**src/rtl/spi_master.sv**
```systemverilog
// rtl/spi_master.sv - SPI initiator: one 16-bit address/rw/data frame per accepted request
module spi_master #(
    parameter int unsigned CLKDIV  = 2,
    parameter int unsigned CS_IDLE = 5
) (
    input  logic       clk_i,
    input  logic       reset_i,
    input  logic       start_i,
    input  logic       rw_i,
    input  logic [6:0] addr_i,
    input  logic [7:0] wdata_i,
    input  logic       miso_i,
    output logic       busy_o,
    output logic       done_o,
    output logic [7:0] rdata_o,
    output logic       cs_o,
    output logic       sclk_o,
    output logic       mosi_o
);

    typedef enum logic [2:0] {
        IDLE,
        SETUP,
        HIGH,
        LOW,
        TAIL,
        GUARD
    } state_e;

    // 17 bits holds the longest guard span (2*255*255 cycles) without wrapping
    localparam int unsigned GUARD_CYC  = 2 * CLKDIV * CS_IDLE;
    localparam logic [16:0] DIV_LAST   = 17'(CLKDIV - 1);
    localparam logic [16:0] GUARD_LAST = 17'(GUARD_CYC - 1);

    state_e      state_q, state_d;
    logic [16:0] cnt_q, cnt_d;
    logic [3:0]  bit_q, bit_d;
    logic [14:0] shreg_q, shreg_d;
    logic [7:0]  rx_q, rx_d;
    logic        rw_q, rw_d;
    logic [7:0]  rdata_q, rdata_d;
    logic        busy_q, busy_d;
    logic        done_q, done_d;
    logic        cs_q, cs_d;
    logic        sclk_q, sclk_d;
    logic        mosi_q, mosi_d;
    logic        phase_end;

    always_ff @(posedge clk_i or posedge reset_i) begin
        if (reset_i) begin
            state_q <= IDLE;
            cnt_q   <= '0;
            bit_q   <= '0;
            shreg_q <= '0;
            rx_q    <= '0;
            rw_q    <= 1'b0;
            rdata_q <= '0;
            busy_q  <= 1'b0;
            done_q  <= 1'b0;
            cs_q    <= 1'b1;
            sclk_q  <= 1'b0;
            mosi_q  <= 1'b0;
        end else begin
            state_q <= state_d;
            cnt_q   <= cnt_d;
            bit_q   <= bit_d;
            shreg_q <= shreg_d;
            rx_q    <= rx_d;
            rw_q    <= rw_d;
            rdata_q <= rdata_d;
            busy_q  <= busy_d;
            done_q  <= done_d;
            cs_q    <= cs_d;
            sclk_q  <= sclk_d;
            mosi_q  <= mosi_d;
        end
    end

    assign phase_end = (cnt_q == DIV_LAST);

    always_comb begin
        state_d = state_q;
        cnt_d   = cnt_q + 17'd1;
        bit_d   = bit_q;
        shreg_d = shreg_q;
        rx_d    = rx_q;
        rw_d    = rw_q;
        rdata_d = rdata_q;
        busy_d  = busy_q;
        done_d  = 1'b0;
        cs_d    = cs_q;
        sclk_d  = sclk_q;
        mosi_d  = mosi_q;

        case (state_q)
            IDLE: begin
                cnt_d = '0;
                if (start_i) begin
                    // bit 15 goes straight to mosi; shreg keeps the remaining 15 bits
                    rw_d    = rw_i;
                    shreg_d = {addr_i[5:0], rw_i, (rw_i ? 8'h00 : wdata_i)};
                    mosi_d  = addr_i[6];
                    bit_d   = '0;
                    cs_d    = 1'b0;
                    busy_d  = 1'b1;
                    state_d = SETUP;
                end
            end
            SETUP: begin
                if (phase_end) begin
                    cnt_d   = '0;
                    sclk_d  = 1'b1;
                    state_d = HIGH;
                end
            end
            HIGH: begin
                if (phase_end) begin
                    cnt_d  = '0;
                    sclk_d = 1'b0;
                    if (rw_q && bit_q[3]) begin
                        rx_d = {rx_q[6:0], miso_i};
                    end
                    if (bit_q == 4'd15) begin
                        mosi_d  = 1'b0;
                        state_d = TAIL;
                    end else begin
                        mosi_d  = shreg_q[14];
                        shreg_d = {shreg_q[13:0], 1'b0};
                        bit_d   = bit_q + 4'd1;
                        state_d = LOW;
                    end
                end
            end
            LOW: begin
                if (phase_end) begin
                    cnt_d   = '0;
                    sclk_d  = 1'b1;
                    state_d = HIGH;
                end
            end
            TAIL: begin
                if (phase_end) begin
                    cnt_d   = '0;
                    cs_d    = 1'b1;
                    done_d  = 1'b1;
                    if (rw_q) begin
                        rdata_d = rx_q;
                    end
                    state_d = GUARD;
                end
            end
            GUARD: begin
                if (cnt_q == GUARD_LAST) begin
                    cnt_d   = '0;
                    busy_d  = 1'b0;
                    state_d = IDLE;
                end
            end
            default: begin
                cnt_d   = '0;
                state_d = IDLE;
            end
        endcase
    end

    assign busy_o  = busy_q;
    assign done_o  = done_q;
    assign rdata_o = rdata_q;
    assign cs_o    = cs_q;
    assign sclk_o  = sclk_q;
    assign mosi_o  = mosi_q;

endmodule

```
**config.mk**
```make
export PLATFORM = sky130hd
export DESIGN_NAME = spi_master
export DESIGN_NICKNAME = d
export VERILOG_FILES = /design/src/rtl/spi_master.sv
export SDC_FILE = /design/constraint.sdc
export NUM_CORES = 1
export LEC_CHECK = 0
export ABC_AREA = 1
export CORE_ASPECT_RATIO = 0.8
export CORE_MARGIN = 5
export CORE_UTILIZATION = 45
export CTS_BUF_LIST = sky130_fd_sc_hd__clkbuf_8 sky130_fd_sc_hd__clkbuf_16
export DETAILED_ROUTE_END_ITERATION = 8
export GPL_ROUTABILITY_DRIVEN = 0
export PLACE_DENSITY = 0.68
export SLEW_MARGIN = 30
export SYNTH_ARGS = -nofsm -noshare
export SYNTH_HDL_FRONTEND = slang
export SYNTH_SLANG_ARGS = --single-unit
```
**constraint.sdc**
```tcl
create_clock -name clk_i -period 4.6 [get_ports clk_i]
set_input_delay 0.69 -clock clk_i [delete_from_list [all_inputs] [get_ports clk_i]]
set_output_delay 0.69 -clock clk_i [all_outputs]
set_load 0.01 [all_outputs]
```
### After elaboration in Yosys (flattened, before gate mapping)

Cells that the tools add are included.
Widths: inputs -> output; s select.

| word-level totals | value |
|---|---|
| bits in registers | 61 |
| bits in latches | 0 |
| bits in writable memories | 0 |
| ROM bits | 0 |
| output and inout bits | 13 |
| word-level logic and storage cells | 78 |
| memories kept | 0 |

| operators by class | value |
|---|---|
| add/sub/neg operators | 2 |
| $mul | 0 |
| divide/modulo/power cells | 0 |
| $lt $le $gt $ge | 0 |
| equal/unequal tests | 14 |
| shifts and indexed selects | 0 |
| mux-type cells | 33 |
| bitwise gates (word level) | 0 |
| reductions and logical operators | 17 |

Operators by type and width:

| cell | number |
|---|---|
| $mux 15 | 3 |
| $mux 17 | 2 |
| $pmux 17 s2 | 1 |
| $pmux 15 s2 | 1 |
| $mux 3 | 6 |
| $reduce_and 3->1 | 6 |
| $add 17x1->17 const B | 1 |
| $eq 17x1->1 const B | 1 |
| $eq 17x5->1 const B | 1 |
| $pmux 3 s5 | 1 |
| $mux 4 | 3 |
| $mux 1 | 10 |
| $ne 2x2->1 const B | 5 |
| $mux 8 | 1 |
| $pmux 1 s2 | 4 |
| $pmux 4 s2 | 1 |
| $reduce_bool 2->1 | 4 |
| $eq 3x2->1 const B | 2 |
| $eq 3x3->1 const B | 2 |
| $reduce_and 5->1 | 1 |
| $add 4x1->4 const B | 1 |
| $eq 4x4->1 const B | 1 |
| $reduce_and 4->1 | 1 |
| $reduce_or 4->1 | 1 |
| 6 further kinds | 6 |

### Longest topological paths before layout

| depth | value |
|---|---|
| depth in word-level cells | 4 |
| mapped depth | 12 |

### Least setup slack after synthesis

No wires, ideal clock.

| timing | value |
|---|---|
| kind | flip-flop to flip-flop |
| start | register cnt_q[1] |
| end | register shreg_q[0] |
| library setup time | 0.118 ns |
| arrival time | 1.397 ns |
| data required time | 4.482 ns |
| slack | 3.084 ns |
| stages on the path, launching flop included | 13 |
| clock period less this slack | 1.516 ns |
| cells stage by stage | dfrtp_1 -> inv_1 -> ha_1 -> inv_1 -> nor2_1 -> nand2_2 -> nor2_4 -> nand2_4 -> nand2_4 -> nand3_4 -> buf_6 -> nand2_1 -> o21ai_2 |

| between the ends | value |
|---|---|
| cells in the longest elaborated chain, start to end | 3 |

RTL lines:

| element | RTL line | source |
|---|---|---|
| start: declaration | 36 | `logic [16:0] cnt_q, cnt_d;` |
| start signal: assignment | 65 | `cnt_q <= cnt_d;` |
| $eq 17x1->1 | 79 | `assign phase_end = (cnt_q == DIV_LAST);` |
| $ne 2x2->1 (no line) | -- |  |
| $reduce_and 4->1 (no line) | -- |  |
| end signal: assignment | 67 | `shreg_q <= shreg_d;` |
| end: declaration | 38 | `logic [14:0] shreg_q, shreg_d;` |

Every way passes these cells.
A chain may end at the register's enable or synchronous reset.

### Worst setup path in the final report

| timing | value |
|---|---|
| start | register cs_q (netlist: cs_o) |
| end | output cs_o |

RTL lines:

| element | RTL line | source |
|---|---|---|
| start: declaration | 44 | `logic cs_q, cs_d;` |
| start signal: assignment | 73 | `cs_q <= cs_d;` |
| end: declaration | 16 | `output logic cs_o,` |

No word-level cell between the ends.

==> metrics.cfg <==
[cts]
hold_buffers = 0
h-tree-depth = 3
clk_pin_slew_worst_paths_ns = 0.07
cts_setup_buffers = 0
cts_tree = yes
cts_buffer_depth = 2
clock-sinks = 61
cts_resized = 0
clk_latency_ns = 0.34
numCtsBuffers = 9
root_buffer = clkbuf_8

[route]
via_count = 2413
post_drt_wl_per_cell_um = 12.4
ant_nets = 0
drc = 0
drt_wl_total_um = 6030
drt_iter0_drc = 115
first_pass_iters = 4
vias_per_cell = 4.94

[yosys]
synth_edf_count = 0
synthDistinctLibCells = 32
ys_top_cells_by_area = dfrtp_1 47%, nand2_1 9.6%, o21ai_2 7.7%
syn_area_per_cell_um2 = 8.86
synth_top_area_share_pct = 46.9
synth_warnings = 0
ys_seq_area_share_pct = 47.8
synth_top_cell_by_area = dfrtp_1
async_flop_share_pct = 100
synth_seq_cells = 61
synthCells = 361
ys.flop_type = dfrtp_1
syn_nets = 384
syn-cell-area_um2 = 3200

[sta]
max_freq_mhz = 476
hold_viol = 0
period_share_pct = 45.7
maxSlewHeadroom_pct = 53.9
final_max_slew_viol_count = 0
tightest_slew_ns = 0.692
layout_min_cycle_time_ns = 2.10
setup_viol_count_final = 0
rsz0062_at_grt = no
tns_ns = 0
fin_skew_ns = 0.0122

[die]
num_rows = 27
die_h_um = 85.4
die_area_um2 = 8900
initial_core_util_pct = 46.4
ios = 33
core_area_um2 = 6890
die-width_um = 104

[worst_setup_path]
worstPathArrival_ns = 1.41
rr_worst_depth = 7
cp.required_ns = 3.91
crit_fanout = 2
startpoint_type = register
cp.buffers_inverters = 1
critPathSlowestCell = dfstp_2
end_kind = output port
cp.depth = 1
path_delay_family = flip-flops
cp_cell_sequence = clkdlybuf4s50_1
critical_path.max_stage_delay_ns = 0.54
path_class = register to output port

[placed_design]
place.detailed.hpwl_um = 4330
io_buffers = 32
dp.cells = 472

[global_route]
antenna_found_initial = 0
grt_use_total_pct = 14.7
grt_pass1_vias = 2325
grt_first_pass_wirelength_um = 10700
overflow = 0
grt_max_degree = 42

[pwr]
ir_worst_vdd_mv = 0.275
p_seq_share_pct = 37.0
comb_power_share_pct = 38.5
clock_power_share_pct = 24.4
pwr_density_cell_nw_per_um2 = 519
intPower_uw = 1160
switching_power_uw = 782
swShare_pct = 40.2
p_leak_uw = 0.00170

[outcome]
status = finished, final reports clean

[hold_path]
hold_class = register to register
hold_depth = 2

[finish]
finalNonFillerCells = 488
layout-drive-gt1-share_pct = 21.2
nNetsFinal = 419
area_growth_pct = 17.2
antenna_cells = 0
num-fill-cells = 645

[run]
maxCapViolations = 0

-- layout make-up --
class | count | area, um2 | share of cell area [%]
Multi-Input combinational cell | 251 | 1430 | 38.3
Timing Repair Buffer | 33 | 328 | 8.74
Clock inverter | 7 | 75.1 | 2.00
Sequential cell | 61 | 1530 | 40.8
Inverter | 40 | 151 | 4.04
Tap cell | 87 | 109 | 2.90
Clock buffer | 9 | 124 | 3.30
-- cell usage after synthesis, types with 7 or more instances --
library cell  number
inv_2              7
nor2_1            37
inv_1             32
nand2_1           82
a21oi_1            8
nand3_1           20
buf_6              7
o21ai_0           16
o21ai_2           28
dfrtp_1           60
-- power groups by stage --
stage / combinational (uW) / clock, uW / sequential, uW
3_5_place_dp: 757 / 0 / 729
5_1_grt: 851 / 517 / 734
4_1_cts: 756 / 492 / 721
2_1_floorplan: 681 / 0 / 716
3_3_place_gp: 740 / 0 / 727
6_report: 749 / 476 / 721
-- placed cells by master (no fill, tap or decap), drive strengths merged, types with 4 or more instances in the layout --
cell | Yosys | layout
nand2 | 90 | 90
nand4 | 6 | 6
clkdlybuf4s50 | 0 | 32
o21ai | 44 | 44
clkbuf | 0 | 9
clkinv | 1 | 7
a21oi | 14 | 14
mux2i | 6 | 6
xor2 | 4 | 4
inv | 39 | 39
xnor2 | 4 | 4
dfrtp | 60 | 60
nand3 | 21 | 21
nor2 | 46 | 46
nor3 | 5 | 5
-- metal layers --
metal / vias up / track usage, % / share of wire [%]
met4: 0 / 3.88 / 0.58
met1: 1122 / 20.2 / 50
li1: 1240 / - / -
met3: 4 / 5.78 / 5.3
met2: 47 / 21.7 / 44
met5: - / 0 / 0
-- metrics by stage --
step                worst slack (ns)  total power [uW]  cell area (um2)  hold WS, ns  utilization [%]
floorplan                       2.40              1400             3200        0.444                -
global placement                2.24              1470             3550        0.462             51.5
detailed placement              2.17              1490             3550        0.469             51.5
CTS                             2.17              1970             3740        0.486             54.3
global route                    2.30              2100             3750        0.494             54.4
finish                          2.50              1950             3750        0.483             54.4
-- registers in the layout (all words and copies together), names as in the netlist, 3 cells and up --
register / cells
bit_q: 4
cnt_q: 17
rdata_o: 8
rx_q: 8
shreg_q: 15
state_q: 3
-- cells by family (layout without fill, tap and decap cells) --
family	after synthesis	after routing	share of synthesized area (%)
AO/OA/AOI/OAI	64	64	14.5
flip-flops	61	61	47.8
XOR/XNOR	8	8	2.19
multiplexers	6	6	1.88
buffers and inverters	49	89	7.47
AND/OR/NAND/NOR	170	170	25.0
adder cells (fa/ha/maj)	3	3	1.17
-- worst paths after layout --
kind | start | slack [ns] | endpoint
max | cs_o | 2.50 | cs_o
min in group asynchronous | reset_i | 0.74 | done_o
min | rdata_o[3] | 0.48 | rdata_o[3]
max in group asynchronous | reset_i | 3.05 | cs_o
min reg2reg | rdata_o[3] | 0.48 | rdata_o[3]
max reg2reg | state_q[2] | 2.53 | shreg_q[4]
(Power assumes the default switching activity.)
